## src/rtl/validity_table_pkg.sv

```systemverilog
// validity_table_pkg: shared state encoding and occupancy width helper
package validity_table_pkg;
  typedef enum logic {IDLE = 1'b0, SWEEP = 1'b1} state_t;
  function automatic int occ_width(input int depth);
    return $clog2(depth + 1);
  endfunction
endpackage

```

## src/rtl/validity_query_port.sv

```systemverilog
// validity_query_port: one registered lookup channel; indices past DEPTH never match and read 0
module validity_query_port #(
  parameter int DEPTH = 8,
  parameter int IDXW = 3
) (
  input  logic             clk,
  input  logic             reset,
  input  logic [IDXW-1:0]  idx,
  input  logic [DEPTH-1:0] bits,
  output logic             q
);
  logic hit;
  always_comb begin
    hit = 1'b0;
    for (int i = 0; i < DEPTH; i++) hit = idx == IDXW'(i) ? bits[i] : hit;
  end
  always_ff @(posedge clk or negedge reset)
    if (!reset) q <= 1'b0;
    else q <= hit;
endmodule

```

## src/rtl/validity_table.sv

```systemverilog
// validity_table: DEPTH valid bits with set/clear ports, NCH query channels,
// occupancy count and a STRIDE-per-cycle flush sweep
module validity_table
  import validity_table_pkg::*;
#(
  parameter int DEPTH = 8,
  parameter int NCH = 2,
  parameter int IDXW = 3,
  parameter int STRIDE = 2
) (
  input  logic                          clk,
  input  logic                          reset,
  input  logic                          set_en,
  input  logic [IDXW-1:0]               set_idx,
  input  logic                          clr_en,
  input  logic [IDXW-1:0]               clr_idx,
  input  logic [NCH*IDXW-1:0]           q_idx,
  output logic [NCH-1:0]                q_valid,
  input  logic                          flush_req,
  output logic                          flush_busy,
  output logic [occ_width(DEPTH)-1:0]   occupancy,
  output logic                          drop
);
  localparam int OW = occ_width(DEPTH);
  state_t state;
  logic [DEPTH-1:0] bits, nxt;
  logic [IDXW-1:0] ptr;
  logic [OW-1:0] cnt;
  logic set_ok, clr_ok, bad, last;
  assign set_ok = set_en && int'(set_idx) < DEPTH;
  assign clr_ok = clr_en && int'(clr_idx) < DEPTH;
  assign bad = state == SWEEP ? set_en || clr_en : (set_en && !set_ok) || (clr_en && !clr_ok);
  assign last = int'(ptr) + STRIDE >= DEPTH;
  // occupancy is the popcount of the next table, so it tracks every transition exactly
  always_comb begin
    nxt = bits;
    cnt = '0;
    for (int i = 0; i < DEPTH; i++) begin
      nxt[i] = state == SWEEP ? ((i >= int'(ptr) && i < int'(ptr) + STRIDE) ? 1'b0 : bits[i])
             : (set_ok && set_idx == IDXW'(i)) || (!(clr_ok && clr_idx == IDXW'(i)) && bits[i]);
      cnt = cnt + OW'(nxt[i]);
    end
  end
  always_ff @(posedge clk or negedge reset)
    if (!reset) begin
      state <= IDLE;
      bits <= '0;
      ptr <= '0;
      flush_busy <= 1'b0;
      occupancy <= '0;
      drop <= 1'b0;
    end else begin
      bits <= nxt;
      occupancy <= cnt;
      drop <= bad;
      if (state == IDLE) begin
        if (flush_req) begin
          state <= SWEEP;
          ptr <= '0;
          flush_busy <= 1'b1;
        end
      end else if (last) begin
        state <= IDLE;
        flush_busy <= 1'b0;
      end else ptr <= ptr + IDXW'(STRIDE);
    end
  for (genvar c = 0; c < NCH; c++) begin : g_q
    validity_query_port #(.DEPTH(DEPTH), .IDXW(IDXW)) u_q (
      .clk(clk),
      .reset(reset),
      .idx(q_idx[c*IDXW +: IDXW]),
      .bits(bits),
      .q(q_valid[c])
    );
  end
endmodule

```

## config.mk

```make
export PLATFORM = sky130hd
export DESIGN_NAME = validity_table
export DESIGN_NICKNAME = d
export VERILOG_FILES = /design/src/rtl/validity_table_pkg.sv /design/src/rtl/validity_query_port.sv /design/src/rtl/validity_table.sv
export SDC_FILE = /design/constraint.sdc
export NUM_CORES = 1
export LEC_CHECK = 0
export CAP_MARGIN = 10
export CORE_UTILIZATION = 50
export CTS_BUF_LIST = sky130_fd_sc_hd__clkbuf_8 sky130_fd_sc_hd__clkbuf_16
export DETAILED_ROUTE_END_ITERATION = 10
export PLACE_DENSITY = 0.78
export RECOVER_POWER = 25
export SLEW_MARGIN = 15
export SYNTH_ARGS = -nofsm -noshare
export SYNTH_HDL_FRONTEND = slang
export SYNTH_SLANG_ARGS = --single-unit
```

## constraint.sdc

```tcl
create_clock -name clk -period 3.7 [get_ports clk]
set_input_delay 1.11 -clock clk [delete_from_list [all_inputs] [get_ports clk]]
set_output_delay 1.11 -clock clk [all_outputs]
set_load 0.01 [all_outputs]
```

* Word-level counts from Yosys, hierarchy flattened
Cells that the tools add are included.
Widths: inputs -> output; s select.
** Cells by class
- Equal/unequal tests :: 30
- $add $sub $neg :: 9
- Reductions and logical operators :: 55
- Order comparisons :: 16
- Multiplexer cells :: 42
** Operator list (number)
- $lt 4x32->1 const A :: 3
- $lt 3x32->1 const A :: 2
- $eq 3x3->1 const B :: 16
- $mux 1 :: 39
- $ge 32x5->1 const B :: 1
- $lt 1x32->1 const A :: 1
- $lt 2x32->1 const A :: 1
- $logic_and 1x1->1 :: 31
- $eq 3x2->1 const B :: 8
- $add 4x1->4 :: 4
- $eq 3x1->1 const B :: 4
- $logic_not 3->1 :: 4
- $ge 3x3->1 const A :: 3
- $logic_or 1x1->1 :: 9
- $mux 3 :: 3
- $logic_not 1->1 :: 8
- $ge 1x3->1 const A :: 2
- $ge 2x3->1 const A :: 2
- $add 3x1->4 :: 1
- $add 3x2->4 const B :: 1
- $lt 3x4->1 const A :: 1
- $reduce_and 2->1 :: 2
- $add 2x1->3 :: 1
- $add 3x2->3 const B :: 1
- 4 further kinds :: 4
** Storage, ports and cells
- Word-level logic and storage cells :: 160
- Bits in registers :: 20
- Output and inout bits :: 8
- Input bits :: 17

* Logic depth before layout (Yosys ltp)
Gate-level depths: netlist of the first run.
- Depth after elaboration :: 13
- Mapped depth :: 14
- Mapped depth without buffers :: 14

* Modules after synthesis
From an unflattened synthesis of the first run, not the netlist that was laid out.
** Second synthesis, totals
- Cells, all modules :: 104
- Area, all modules :: 1202.4 um^2
** By module, submodules not included
- validity_table :: times used 1, area each 1024.7 um^2, cells an instance 96, seq. area each 425.4 um^2
- validity_query_port :: times used 2, area each 88.8 um^2, cells an instance 4, seq. area each 25.0 um^2

* Least setup slack after synthesis of the first run
OpenSTA, ideal clock, no wires.
- Kind :: input to register
- Start point :: input set_idx[1]
- End point :: register occupancy[2]
- Path slack :: -0.407 ns
- Setup time :: 0.123 ns
- Required time :: 3.577 ns
- Path buffers :: 0
- Stages :: 11
- Arrival time :: 3.984 ns
- Cells stage by stage :: or3_2 -> a31oi_1 -> fa_1 -> fa_1 -> inv_1 -> fa_1 -> inv_1 -> ha_1 -> inv_1 -> fa_1 -> xnor2_1
** On the way
- Cells in the longest elaborated chain, start to end :: 11
- Elaborated cells between the ends (all ways) :: 39
- Those cells by class :: add/sub (7); eq/ne (7); mux (8); reduce/logical (17)
** RTL lines
- from (decl) :: RTL line validity_table.sv:14 : input logic [IDXW-1:0] set_idx,
- $eq 3x1->1 :: RTL line validity_table.sv:40 : : (set_ok && set_idx == IDXW'(i)) || (!(clr_ok && clr_idx == IDXW'(i)) && bits[i]);
- $logic_and 1x1->1 :: RTL line validity_table.sv:40
- $logic_or 1x1->1 :: RTL line validity_table.sv:40
- $mux 1 :: RTL line validity_table.sv:39 : nxt[i] = state == SWEEP ? ((i >= int'(ptr) && i < int'(ptr) + STRIDE) ? 1'b0 : bits[i])
- net nxt[1] :: RTL line validity_table.sv:26 : logic [DEPTH-1:0] bits, nxt;
- $add 1x1->2 :: RTL line validity_table.sv:41 : cnt = cnt + OW'(nxt[i]);
- $add 2x1->3 :: RTL line validity_table.sv:41
- $add 3x1->4 :: RTL line validity_table.sv:41
- $add 4x1->4 (4 in a row) :: RTL line validity_table.sv:41
- net cnt[2] :: RTL line validity_table.sv:28 : logic [OW-1:0] cnt;
- to (signal assigned) :: RTL line validity_table.sv:54 : occupancy <= cnt;
- to (decl) :: RTL line validity_table.sv:21 : output logic [occ_width(DEPTH)-1:0] occupancy,
The timed path passes the listed nets, and every way through them passes these cells.
A chain may end at the register's enable or synchronous reset.

* Worst setup path after layout of the first run
- Start point :: input clr_idx[1]
- End point :: register occupancy[1]
** On the way
- Cells in the longest elaborated chain, start to end :: 13
- Elaborated cells between the ends (all ways) :: 55
- Those cells by class :: add/sub (7); eq/ne (7); mux (8); reduce/logical (33)
** RTL lines
- from (decl) :: RTL line validity_table.sv:16 : input logic [IDXW-1:0] clr_idx,
- $eq 3x1->1 :: RTL line validity_table.sv:40
- $logic_and 1x1->1 :: RTL line validity_table.sv:40
- $logic_not 1->1 :: RTL line validity_table.sv:40
- $logic_and 1x1->1 :: RTL line validity_table.sv:40
- $logic_or 1x1->1 :: RTL line validity_table.sv:40
- $mux 1 :: RTL line validity_table.sv:39
- net nxt[1] :: RTL line validity_table.sv:26
- $add 1x1->2 :: RTL line validity_table.sv:41
- $add 2x1->3 :: RTL line validity_table.sv:41
- $add 3x1->4 :: RTL line validity_table.sv:41
- $add 4x1->4 (4 in a row) :: RTL line validity_table.sv:41
- net cnt[1] :: RTL line validity_table.sv:28
The timed path passes the listed nets, and every way through them passes these cells.

==> qor.csv, run 1 <==
metric,value,unit
Slew @ Worst Pin,0.883,ns
largest delay contributor family on the critical path,adder cells,
"antenna viol nets, final",0,
CTS max path bufs,2,
cell type with the largest total area after synthesis,dfrtp_1,
gr ovfl total,0,
minimum clock period,3.97,ns
Starting Density,53.5,%
sequential share of power,22.8,%
failing checks,setup timing,
Yosys top cell area share,39.8,%
Int Pwr,0.988,mW
routed wire length,3.60,mm
"Data arrival, critical path",4.13,ns
"critical path fanouts, max",4,
number of enable flip-flop cells after synthesis,0,
switching fraction of total power,43.1,%
slowest CP cell,fa_1,
RSZ-0062 raised after global routing,yes,
H-tree levels,1,
mean post-synth cell area,10.8,um^2
clock share of power,8.5,%
DIE WIDTH,50.9,um
share of layout cells above drive strength 1,42.1,%
crit start category,input pin,
part of the Yosys area used for sequential elements,39.8,%
Via Count,1108,
pin count of the biggest net entering global routing,20,
"Slew Viols, Final",0,
DIE HEIGHT,50.9,um
Finished Layout Cells,187,
vias in the first global route,1138,
Root Driver,clkbuf_8,
Sw Pwr,0.748,mW
Synth async-reset ratio,100,%
All-Layer GR Usage,29.5,%
"flops & latches, synth",19,
Port Buffers,24,
Layout Area Growth over Synthesis,51.3,%
worst path bufs/invs,5,
DPL Wire Length,2.46,mm
CTS tree,built,
placed cell area,1600,um^2
setup slack after layout,-0.274,ns
synth warn,0,
Crit Path Class,in -> reg,
cells along the critical path,buf_2 -> nand2b_1 -> o21ai_2 -> a31oi_4 -> fa_1 -> fa_1 -> inv_2 -> fa_2 -> inv_2 -> ha_4 -> inv_2 -> fa_2 -> inv_1,
HP Class,reg -> reg,
final net count,189,
# rows,17,
initial antenna violation count,0,
Gate power share,68.7,%
post-DR vias/cell,5.93,
Area contributors post-synth,"dfrtp_1 (40%), ha_1 (8.4%), mux4_2 (7.5%), fa_1 (6.7%), inv_1 (4.4%)",
worst-case clock skew,0.00269,ns
first-pass GRT wire length,5.36,mm
Synth Instances,111,
hold_buf cts,0,
Worst Setup End Kind,flip-flop,
final setup TNS,-0.688,ns
Netlist cell types,36,
Max rail drop VDD,0.906,mV
Placed Cells,175,
synth cell count leaders,"dfrtp_1 (19), inv_1 (14), a21oi_1 (8), ha_1 (8), nand2_1 (8)",
Num Clock Sinks,19,
mapped cell area,1190,um^2
DRT Pass-1 Iters,4,
setup violators final,3,
Max-cap violations,0,
static leakage,0.813,nW
design area,1810,um^2
fin crit share,107,%
core area,2230,um^2
Final Hold Fails,0,
WP data required,3.86,ns
Ports,25,
Critical Path Most Common Cell,inv_2,
syn nets,140,
Max stage delay on crit path,0.57,ns
WL per Instance,19.2,um
Fmax,252,MHz
later-pin clock latency in the skew report,0.26,ns
prevailing post-synth register cell,dfrtp_1,
Worst-path clk slew,0.07,ns
status,"finished, violations left",
clock buffer count from CTS,3,
routability cong.,0.929,
top-count cell post-synth,dfrtp_1,
DRT iter0 DRCs,25,
die area,2590,um^2
Antenna diodes,0,
Power Density,960,nW/um^2
Max-slew headroom,40.9,%
DRC,0,
cell type report:
cell class / count / area [um^2]
multi-input combinational: 73 / 785
sequential: 19 / 475
fill: 129 / 425
timing repair buffer: 48 / 410
inverter: 15 / 56.3
clock buffer: 3 / 41.3
tap: 28 / 35.0
clock inverter: 1 / 5.00
per-layer routing:
metal  share of wire [%]  vias up  global-route usage [%]
li1                    -      491                       -
met1                  40      553                    36.4
met2                  52       54                    51.8
met3                 6.8       10                    6.55
met4                 2.0        0                    7.87
met5                   0        -                       0
cells by family after synthesis:
group | after synthesis | synth area share [%]
flip-flops | 19 | 39.8
AND/OR/NAND/NOR | 24 | 11.0
multiplexers | 7 | 10.4
adder cells (fa/ha/maj) | 12 | 15.1
AO/OA/AOI/OAI | 28 | 15.6
XOR/XNOR | 2 | 1.47
buffers and inverters | 19 | 6.70
what timing repair did:
action	4_1_cts	5_1_grt
pin swaps	11	8
endpoints found under the setup margin	4	3
gates resized for setup	61	3
setup buffers	5	3
placed cells by master (no fill, tap or decap), types with 2 or more instances in the layout:
cell type,instances
a21oi_1,6
a21oi_2,2
buf_2,5
buf_4,20
buf_6,3
buf_8,2
clkbuf_8,3
clkdlybuf4s50_1,15
dfrtp_1,19
fa_1,2
fa_2,2
ha_1,7
inv_1,11
inv_2,4
mux2_2,3
mux4_2,4
nand2_1,6
nand2_2,2
nand2b_1,2
nor2_1,3
nor2b_1,2
o21ai_0,4
o31ai_1,2
o31ai_4,2
final timing paths:
check	from	depth (start not counted)	endpoint	slack (ns)
max	clr_idx[1]	13	occupancy[1]	-0.27
min	flush_busy	2	flush_busy	0.56
max reg2reg	ptr[1]	14	occupancy[1]	0.05
min reg2reg	flush_busy	2	flush_busy	0.56
max in group asynchronous	reset	1	bits[6]	1.81
min in group asynchronous	reset	1	g_q[0].u_q.q	1.35
sequential cells by signal, summed over array words and instances (netlist names):
register	cells
flush_busy	1
g_q.u_q.q	2
occupancy	4
drop	1
state	1
bits	8
ptr	2
worst min-delay path, stage by stage (launching register included):
cell     delay (ns)
dfrtp_1        0.39
inv_1          0.06
o22ai_1        0.07
power groups by stage:
stage	clock [mW]	sequential (mW)	combinational (mW)
after CTS	0.147	0.388	1.08
after global routing	0.156	0.403	1.29
final	0.147	0.395	1.19
after floorplan	0	0.365	0.568
after detailed placement	0	0.384	0.854
after global placement	0	0.376	0.791
through the flow:
step	total power, mW	setup slack (ns)	util (%)	hold WS [ns]
floorplan	0.933	-0.237	-	0.505
global placement	1.17	-0.900	71.5	0.533
detailed placement	1.24	-1.00	71.5	0.546
CTS	1.61	-0.327	79.1	0.552
global route	1.85	-0.338	81.0	0.591
finish	1.74	-0.274	81.0	0.559
Power figures use the tool's default switching activity.
==> run 2: changes to the inputs <==
Settings changed: SLEW_MARGIN 15 to 10.
==> results of run 2 <==
No change in the layout: final DEF, timing and power equal those of run 1.
